### src/rtl/rv32i_ref_run_ctrl.sv
// Run sequencer for the rv32i_ref reference model: backdoor-load window, free or lockstep
// execution gated by DUT commit credits, end-of-test detection and status latching.
module rv32i_ref_run_ctrl #(
  parameter int LOAD_CYCLES    = 2,
  parameter int TIMEOUT_CYCLES = 200000,
  parameter int CREDIT_W       = 4,
  parameter int CNT_W          = 32
) (
  input  logic                clk,
  input  logic                rst_n,
  input  logic                start,
  input  logic                lockstep_en,
  input  logic                dut_commit,
  input  logic                ref_retire,
  input  logic                ref_ebreak,
  input  logic                ref_ecall,
  input  logic                ref_illegal,
  output logic                ref_run,
  output logic                load_active,
  output logic                done,
  output logic [2:0]          status,
  output logic [CNT_W-1:0]    instr_cnt,
  output logic [CREDIT_W-1:0] credits
);

  localparam int TMO_W = $clog2(TIMEOUT_CYCLES + 1);
  localparam int LD_W  = $clog2(LOAD_CYCLES + 1);
  localparam logic [CREDIT_W-1:0] CREDIT_MAX = '1;

  typedef enum logic [1:0] {IDLE, LOAD, RUN, DONE} state_t;
  typedef enum logic [2:0] {
    ST_NONE       = 3'd0,
    ST_EBREAK     = 3'd1,
    ST_ECALL      = 3'd2,
    ST_ILLEGAL    = 3'd3,
    ST_TIMEOUT    = 3'd4,
    ST_CREDIT_OVF = 3'd5
  } status_t;

  state_t              state, state_nxt;
  status_t             status_q, status_nxt;
  logic [LD_W-1:0]     load_cnt, load_cnt_nxt;
  logic [TMO_W-1:0]    tmo_cnt, tmo_cnt_nxt;
  logic                lockstep_q, lockstep_nxt;
  logic [CREDIT_W-1:0] credits_q, credits_nxt;
  logic [CNT_W-1:0]    instr_cnt_q, instr_cnt_nxt;

  logic start_ok, inc, dec, ovf;

  assign ref_run     = (state == RUN) && (!lockstep_q || credits_q != '0);
  assign load_active = (state == LOAD);
  assign done        = (state == DONE);
  assign status      = status_q;
  assign instr_cnt   = instr_cnt_q;
  assign credits     = credits_q;

  // The credits!=0 guard only matters in free-run, where ref_run is high at zero credits.
  assign start_ok = start && (state == IDLE || state == DONE);
  assign inc      = dut_commit;
  assign dec      = ref_retire && ref_run && (credits_q != '0);
  assign ovf      = lockstep_q && (credits_q == CREDIT_MAX) && inc && !dec;

  always_comb begin
    // NOTE: every signal written here is defaulted first so no path leaves it unassigned,
    // which would infer a latch.
    state_nxt     = state;
    status_nxt    = status_q;
    load_cnt_nxt  = load_cnt;
    tmo_cnt_nxt   = tmo_cnt;
    lockstep_nxt  = lockstep_q;
    credits_nxt   = credits_q;
    instr_cnt_nxt = instr_cnt_q;

    if (state == LOAD || state == RUN) begin
      if (inc && !dec && credits_q != CREDIT_MAX) credits_nxt = credits_q + CREDIT_W'(1);
      else if (dec && !inc)                       credits_nxt = credits_q - CREDIT_W'(1);
    end

    unique case (state)
      IDLE, DONE: begin
        if (start_ok) begin
          state_nxt     = LOAD;
          status_nxt    = ST_NONE;
          load_cnt_nxt  = '0;
          tmo_cnt_nxt   = '0;
          lockstep_nxt  = lockstep_en;
          credits_nxt   = '0;
          instr_cnt_nxt = '0;
        end
      end
      LOAD: begin
        load_cnt_nxt = load_cnt + LD_W'(1);
        if (load_cnt == LD_W'(LOAD_CYCLES - 1)) state_nxt = RUN;
      end
      RUN: begin
        tmo_cnt_nxt = tmo_cnt + TMO_W'(1);
        if (ref_retire) instr_cnt_nxt = instr_cnt_q + CNT_W'(1);
        if (ref_illegal)                                  status_nxt = ST_ILLEGAL;
        else if (ref_ebreak)                              status_nxt = ST_EBREAK;
        else if (ref_ecall)                               status_nxt = ST_ECALL;
        else if (tmo_cnt == TMO_W'(TIMEOUT_CYCLES - 1))   status_nxt = ST_TIMEOUT;
        else if (ovf)                                     status_nxt = ST_CREDIT_OVF;
        if (status_nxt != ST_NONE) state_nxt = DONE;
      end
      default: state_nxt = IDLE;
    endcase
  end

  // NOTE: sequential state uses non-blocking assignments so every register samples
  // the pre-edge values computed above, independent of statement order.
  always_ff @(posedge clk or negedge rst_n) begin
    if (!rst_n) begin
      state       <= IDLE;
      status_q    <= ST_NONE;
      load_cnt    <= '0;
      tmo_cnt     <= '0;
      lockstep_q  <= 1'b0;
      credits_q   <= '0;
      instr_cnt_q <= '0;
    end else begin
      state       <= state_nxt;
      status_q    <= status_nxt;
      load_cnt    <= load_cnt_nxt;
      tmo_cnt     <= tmo_cnt_nxt;
      lockstep_q  <= lockstep_nxt;
      credits_q   <= credits_nxt;
      instr_cnt_q <= instr_cnt_nxt;
    end
  end

endmodule

### config.mk
export PLATFORM = sky130hd
export DESIGN_NAME = rv32i_ref_run_ctrl
export DESIGN_NICKNAME = d
export VERILOG_FILES = /design/src/rtl/rv32i_ref_run_ctrl.sv
export SDC_FILE = /design/constraint.sdc
export NUM_CORES = 1
export LEC_CHECK = 0
export ABC_CLOCK_PERIOD_IN_PS = 4210
export CAP_MARGIN = 20
export CORE_MARGIN = 3
export CORE_UTILIZATION = 40
export DETAILED_ROUTE_END_ITERATION = 16
export PLACE_DENSITY_LB_ADDON = 0.2
export SYNTH_ARGS = -nofsm -noshare
export SYNTH_HDL_FRONTEND = slang
export SYNTH_SLANG_ARGS = --single-unit
export TNS_END_PERCENT = 1
### constraint.sdc
create_clock -name clk -period 4.21 [get_ports clk]
set_clock_uncertainty 0.15 [all_clocks]
set_input_delay 0.421 -clock clk [delete_from_list [all_inputs] [get_ports clk]]
set_output_delay 0.421 -clock clk [all_outputs]
set_load 0.005 [all_outputs]
==> impl_results.md, run 1 <==
- Required @ worst endpoint: 4.32 ns
- HP Class: in -> async
- Crit path max fanout: 15
- N_diodes: 0
- Routed vias/inst: 5.45
- Area Overhead vs Synth: 23.6%
- Mapped Area: 3440 sq um
- Clock power share: 27.4%
- Initial drt markers: 153
- Crit path max-delay family: simple AND/OR/NAND/NOR gates
- Leak: 1.75 nW
- I/O pins: 51
- Drt drc: 0
- DIE HEIGHT: 98.7 um
- Clk buf depth: 2
- Met2 usage in global routing: 26.4%
- Fraction of registers with async set/reset: 100%
- Area occupied by multi-input gates: 1760 sq um
- Max-slew headroom: 35.2%
- Syn avg cell area: 9.22 sq um
- RSZ-0062 raised after global routing: false
- Post_cts resized: 0
- Fin Setup TNS: 0 ns
- Top FF cell, synth: dfrtp_1
- Critical Path Start: state[0]$_DFFE_PN0P_
- Aggregate routed wire length: 7860 um
- Switch Pwr: 0.674 mW
- Post-route insts no fill: 535
- Global Route met1 Usage: 23.9%
- Sw frac: 35.1%
- CTS buffer count: 9
- WP data arrival: 3.34 ns
- F_max: 309 MHz
- Die area: 9740 sq um
- Least-Margin Pin Slew: 0.963 ns
- Logic gate share of total power: 33.7%
- Worst path slowest cell: nand4bb_1
- Sink Count: 62
- IO Port Bufs: 50
- Vias in the first global route: 2763
- Vias: 2918
- H-tree depth: 3
- Reg2Reg Depth: 7
- Crit path kind: reg -> reg
- Mapped Cells: 373
- FF+latch area: 1550 sq um
- Routed len/inst: 14.7 um
- Seq/Total Area, Yosys: 45.1%
- Reg2Reg Launch Point: state[0]$_DFFE_PN0P_
- Reg power frac: 38.9%
- Yosys warning count: 0
- Router iterations before antenna repair: 4
- Initial antenna violation count: 0
- Number of synthesized flops with an enable pin: 0
- Largest net degree at the start of global routing: 45
- R2R Setup Slk: 0.98 ns
- CTS clk-pin slew, worst paths: 0.07 ns
- Worst Path Buf+Inv: 1
- Post-DRT Antenna Nets: 0
- CTS tree: built
- Top-count cell post-synth: dfrtp_1
- Max cap viols: 0
- Maximum vdd drop: 0.000269 V
- Worst path max stage delay: 0.58 ns
- Int Pwr: 1.24 mW
- FF+latch count, synth: 62
- Synth cell count leaders: 62 x dfrtp_1, 40 x nor2_1, 34 x nand2_1
- Tmin final: 3.23 ns
- Hold Vio Cnt, Final: 0
- Root Driver: clkbuf_8
- Cell Rows: 33
- Hpwl dp: 5380 um
- Status: complete, no violations
- Clock Latency Late Sink: 0.33 ns
- Mapped Nets: 392
- P per Cell Area: 451 nW/um^2
- Layout cell share with drive strength beyond 1: 6.74%
- Yosys top cell area share: 45.1%
- GR Util met3: 3.04%
- Fillers: 803
- RD Place Congestion: 0.809
- RR Endpoint: instr_cnt[31]$_DFFE_PN0P_
- Gr usage total: 17.1%
- Pwr Total: 1.92 mW
- Synth area leader: dfrtp_1
- Final worst-path cycle share: 76.8%
- Crit end category: flop
- Initial Util: 41.4%
- Unique cell type count in the Yosys netlist: 53
- CP Cell Sequence: inv_1 -> ha_1 -> mux2_2 -> nand4_1 -> nand4bb_1 -> or4_1 -> a21oi_1
- Busiest grt layer: met2
- DIE WIDTH: 98.7 um
- First-pass GRT wire length: 13500 um
- Top post-synthesis cells by area: dfrtp_1 45%, xnor2_1 4.6%, nor2_1 4.4%, xor2_1 3.8%, nand2_1 3.7%
- Crit start category: flop
- Inst Count DP: 517
- Core Box Area: 8300 sq um
- Slew Limit Fails: 0
- Gr ovfl total: 0
- Setup Buffers After CTS: 0
- Final Setup Violations: 0
- Layout Nets: 444
==> power by group through the flow <==
stage | clock network, mW | registers, mW | logic (mW)
finish | 0.525 | 0.746 | 0.646
global placement | 0 | 0.749 | 0.637
floorplan | 0 | 0.735 | 0.440
global route | 0.566 | 0.756 | 0.733
CTS | 0.540 | 0.744 | 0.652
detailed placement | 0 | 0.754 | 0.651
==> timing repair <==
action / CTS / global route
endpoints found under the hold margin: 0 / 8
hold buffers: 0 / 1
endpoints found under the setup margin: 0 / 0
==> worst register-to-register path, delay by kind of cell, from the launching register on <==
kind                     cells  cell delay (ns)
AO/OA/AOI/OAI                1             0.16
adder cells (fa/ha/maj)      1             0.46
AND/OR/NAND/NOR              3             1.56
buffers and inverters        1             0.10
multiplexers                 1             0.30
flip-flops                   1             0.42
==> flip-flops by register name (all words and copies together) (netlist names) <==
| register | cells |
|---|---|
| instr_cnt | 32 |
| tmo_cnt | 18 |
| credits | 4 |
| status | 3 |
| load_cnt | 2 |
| state | 2 |
| lockstep_q | 1 |
==> area by class of cell <==
| class | count | share of cell area [%] |
|---|---|---|
| clock buffer | 12 | 3.65 |
| clock inverter | 4 | 1.06 |
| timing repair buffer | 54 | 12.7 |
| tap | 105 | 3.09 |
| inverter | 18 | 1.59 |
| multi-input combinational | 280 | 41.4 |
| sequential | 62 | 36.5 |
==> worst max path at each step <==
stage | endpoint | slack (ns) | cells past startpoint
after floorplan | instr_cnt[31]$_DFFE_PN0P_ | 1.95 | 8
after global placement | instr_cnt[31]$_DFFE_PN0P_ | 1.14 | 7
after detailed placement | instr_cnt[31]$_DFFE_PN0P_ | 1.02 | 7
after CTS | instr_cnt[31]$_DFFE_PN0P_ | 0.99 | 7
after global routing | instr_cnt[31]$_DFFE_PN0P_ | 0.64 | 7
final | instr_cnt[31]$_DFFE_PN0P_ | 0.98 | 7
==> per-stage QoR <==
stage	utilization [%]	hold WS, ns	worst slack [ns]	area [sq um]
after floorplan	-	-0.0246	1.95	3440
after global placement	48.4	0.316	1.14	4020
after detailed placement	48.4	0.330	1.02	4020
after CTS	50.8	0.147	0.992	4220
after global routing	51.2	0.345	0.644	4250
final	51.2	0.338	0.978	4250
==> cells in the final DEF, fill, tap and decap left out, types with 13 or more instances in the layout <==
cell type,instances
nand4_1,14
xnor2_1,18
clkdlybuf4s50_1,49
o21ai_0,24
a21oi_1,15
dfrtp_1,62
nand3_1,21
nand2_1,34
nor4_1,13
inv_1,18
xor2_1,15
nor2_1,39
==> routing by layer <==
layer | up-vias | share of wire [%]
li1 | 1423 | -
met1 | 1419 | 48
met3 | 11 | 4.0
met5 | - | 0
met2 | 65 | 46
met4 | 0 | 1.4
==> logic make-up (layout without fill, tap and decap cells) <==
| group | after synthesis | after routing | share of synthesized area [%] |
|---|---|---|---|
| fa+ha+maj | 10 | 10 | 3.64 |
| compound gates | 57 | 57 | 10.3 |
| mux | 7 | 7 | 2.11 |
| simple gates | 173 | 173 | 26.6 |
| flops | 62 | 62 | 45.1 |
| xor+xnor | 33 | 33 | 8.41 |
| buf+inv | 31 | 88 | 3.82 |
Power figures use the tool's default switching activity.
==> run 2: changes to the inputs <==
--- a/config.mk
+++ b/config.mk
@@ -5,7 +5,7 @@
 export SDC_FILE = /design/constraint.sdc
 export NUM_CORES = 1
 export LEC_CHECK = 0
-export ABC_CLOCK_PERIOD_IN_PS = 4210
+export ABC_CLOCK_PERIOD_IN_PS = 3320
 export CAP_MARGIN = 20
 export CORE_MARGIN = 3
 export CORE_UTILIZATION = 40
==> constraint.sdc (replaced) <==
create_clock -name clk -period 3.32 [get_ports clk]
set_clock_uncertainty 0.15 [all_clocks]
set_input_delay 0.332 -clock clk [delete_from_list [all_inputs] [get_ports clk]]
set_output_delay 0.332 -clock clk [all_outputs]
set_load 0.005 [all_outputs]
==> run 2 against run 1 <==
  * Power increased by 31%
  * Non-clock buffer count increased by 3
  * Cell count increased by 0.56%
  * Die area unchanged
  * Critical path depth unchanged
  * Global-route usage decreased by 0.22 points
  * First-iteration DRC count decreased by 33%
  * Critical endpoint unchanged
  * Highest routed layer unchanged
==> impl_results.md, run 2 (synthesis results as in run 1) <==
- Crit path max fanout: 13 (-2)
- RD Place Congestion: 0.819 (+1.2%)
- Layout cell share with drive strength beyond 1: 6.93% (+0.18 points)
- Worst Path Buf+Inv: 1 (unchanged)
- Tmin final: 2.72 ns (-0.512 ns)
- Leak: 1.76 nW (+0.41%)
- Max FFs per register: 32 (unchanged)
- Required @ worst endpoint: 3.44 ns (-0.88 ns)
- Initial antenna violation count: 0 (unchanged)
- First-pass GRT wire length: 13400 um (-0.87%)
- Vias in the first global route: 2775 (+0.43%)
- RR Endpoint: instr_cnt[31]$_DFFE_PN0P_
- Final worst-path cycle share: 81.9% (+5.1 points)
- Post-route insts no fill: 538 (+0.56%)
- Die area: 9740 sq um (unchanged)
- P per Cell Area: 589 nW/um^2 (+31%)
- DIE WIDTH: 98.7 um (unchanged)
- Worst path slowest cell: ha_1
- Largest net degree at the start of global routing: 45 (unchanged)
- HP Class: reg -> reg
- Commonest non-fill, non-tap cells in the layout: 62 x dfrtp_1, 49 x clkdlybuf4s50_1, 39 x nor2_1
- Clock Latency Late Sink: 0.34 ns (about the same)
- Hold Crit Start: load_cnt[1]$_DFFE_PN0P_
- Endpoint, Worst Hold: load_cnt[1]$_DFFE_PN0P_
- Area Overhead vs Synth: 24.3%
- Reg2Reg Depth: 7 (unchanged)
- Routed vias/inst: 5.44 (-0.18%)
- Crit start category: flop
- H-tree depth: 3 (unchanged)
- WP data arrival: 2.84 ns (-0.50 ns)
- Crit end category: flop
- Status: complete, no violations
- Slew Limit Fails: 0 (unchanged)
- Reg2Reg Launch Point: state[0]$_DFFE_PN0P_
- Fin Setup TNS: 0 ns (unchanged)
- CTS buffer count: 9 (unchanged)
- Gr usage total: 16.9% (-0.22 points)
- Router iterations before antenna repair: 4 (unchanged)
- Clk buf depth: 2 (unchanged)
- CTS tree: built
- Initial Util: 41.4% (unchanged)
- Final Setup Violations: 0 (unchanged)
- RSZ-0062 raised after global routing: false
- Max cap viols: 0 (unchanged)
- Least-Margin Pin Slew: 0.845 ns (-0.118 ns)
- Aggregate routed wire length: 7720 um (-1.8%)
- Core Box Area: 8300 sq um (unchanged)
- CTS Hold Buffers Added: 1 (+1)
- CP Cell Sequence: inv_1 -> ha_1 -> mux2_2 -> nand4_1 -> nand4bb_1 -> or4_1 -> a21oi_1
- Maximum vdd drop: 0.000231 V (-14%)
- Worst path max stage delay: 0.51 ns (-0.07 ns)
- F_max: 368 MHz (+19%)
- Max-slew headroom: 43.1% (+7.9 points)
- I/O pins: 51 (unchanged)
- N_diodes: 0 (unchanged)
- Sink Count: 62 (unchanged)
- R2R Setup Slk: 0.60 ns (-0.38 ns)
- Initial drt markers: 103 (-33%)
- Pwr Total: 2.52 mW (+31%)
- Hpwl dp: 5420 um (+0.65%)
- Hold Path Stages: 2
- Most common cell after layout, fill and taps aside: dfrtp_1
- DIE HEIGHT: 98.7 um (unchanged)
- Gr ovfl total: 0 (unchanged)
- Vias: 2929 (+0.38%)
- Setup Buffers After CTS: 0 (unchanged)
- Routed len/inst: 14.3 um (-2.4%)
- Post_cts resized: 0 (unchanged)
- Final Util: 51.5% (+0.32 points)
- Post-DRT Antenna Nets: 0 (unchanged)
- Cell Rows: 33 (unchanged)
- Layout Nets: 447 (+0.68%)
- CTS clk-pin slew, worst paths: 0.07 ns (about the same)
- Root Driver: clkbuf_8
- IO Port Bufs: 50 (unchanged)
- Inst Count DP: 521 (+0.77%)
- Crit path kind: reg -> reg
- Crit path max-delay family: simple AND/OR/NAND/NOR gates
- Drt drc: 0 (unchanged)
- Hold Vio Cnt, Final: 0 (unchanged)
run 2: cell count changes in the layout (fill, tap and decap cells not counted), sizes merged:
cell      change
bufinv        +1
clkbuf        +1
clkinvlp      +1
buf           +3
clkinv        -3
run 2: how the worst max path moves through the flow:
stage | from | end | slack (ns) | cells past startpoint
final | state[0]$_DFFE_PN0P_ | instr_cnt[31]$_DFFE_PN0P_ | 0.60 | 7
after global routing | state[0]$_DFFE_PN0P_ | instr_cnt[31]$_DFFE_PN0P_ | 0.37 | 7
after CTS | state[0]$_DFFE_PN0P_ | instr_cnt[31]$_DFFE_PN0P_ | 0.59 | 7
after detailed placement | state[0]$_DFFE_PN0P_ | instr_cnt[31]$_DFFE_PN0P_ | 0.62 | 7
after global placement | state[0]$_DFFE_PN0P_ | instr_cnt[31]$_DFFE_PN0P_ | 0.76 | 7
after floorplan | state[0]$_DFFE_PN0P_ | instr_cnt[31]$_DFFE_PN0P_ | 1.06 | 8
run 2: area by class of cell:
cell class | instances | area [sq um]
clock buffer | 13 | 149
clock inverter | 3 | 67.6
fill | 786 | 4020
inverter | 18 | 67.6
multi-input combinational | 280 | 1760
sequential | 62 | 1550
tap | 105 | 131
timing repair buffer | 57 | 551
run 2: worst register-to-register path: stages, from the launching register on:
cell	delay [ns]
dfrtp_1	0.40
inv_1	0.08
ha_1	0.51
mux2_2	0.28
nand4_1	0.13
nand4bb_1	0.44
or4_1	0.51
a21oi_1	0.15
run 2: where the power goes:
part           switching [mW]  internal, mW
registers               0.104         0.841
clock network           0.294         0.445
logic                   0.468         0.368
run 2: through the flow:
stage               instance area, sq um  hold WS, ns  worst slack [ns]
finish                              4280        0.349             0.600
global route                        4280        0.385             0.372
CTS                                 4280        0.353             0.588
detailed placement                  4050        0.296             0.625
global placement                    4050        0.296             0.761
floorplan                           3440       -0.114              1.06
run 2: layer usage:
| layer | track usage [%] | vias to the layer above | wire length (um) |
|---|---|---|---|
| met3 | 5.45 | 5 | 385 |
| met1 | 22.8 | 1435 | 3680 |
| met2 | 26.0 | 54 | 3590 |
| met5 | 0 | - | 0 |
| met4 | 4.94 | 0 | 70 |
| li1 | - | 1435 | - |
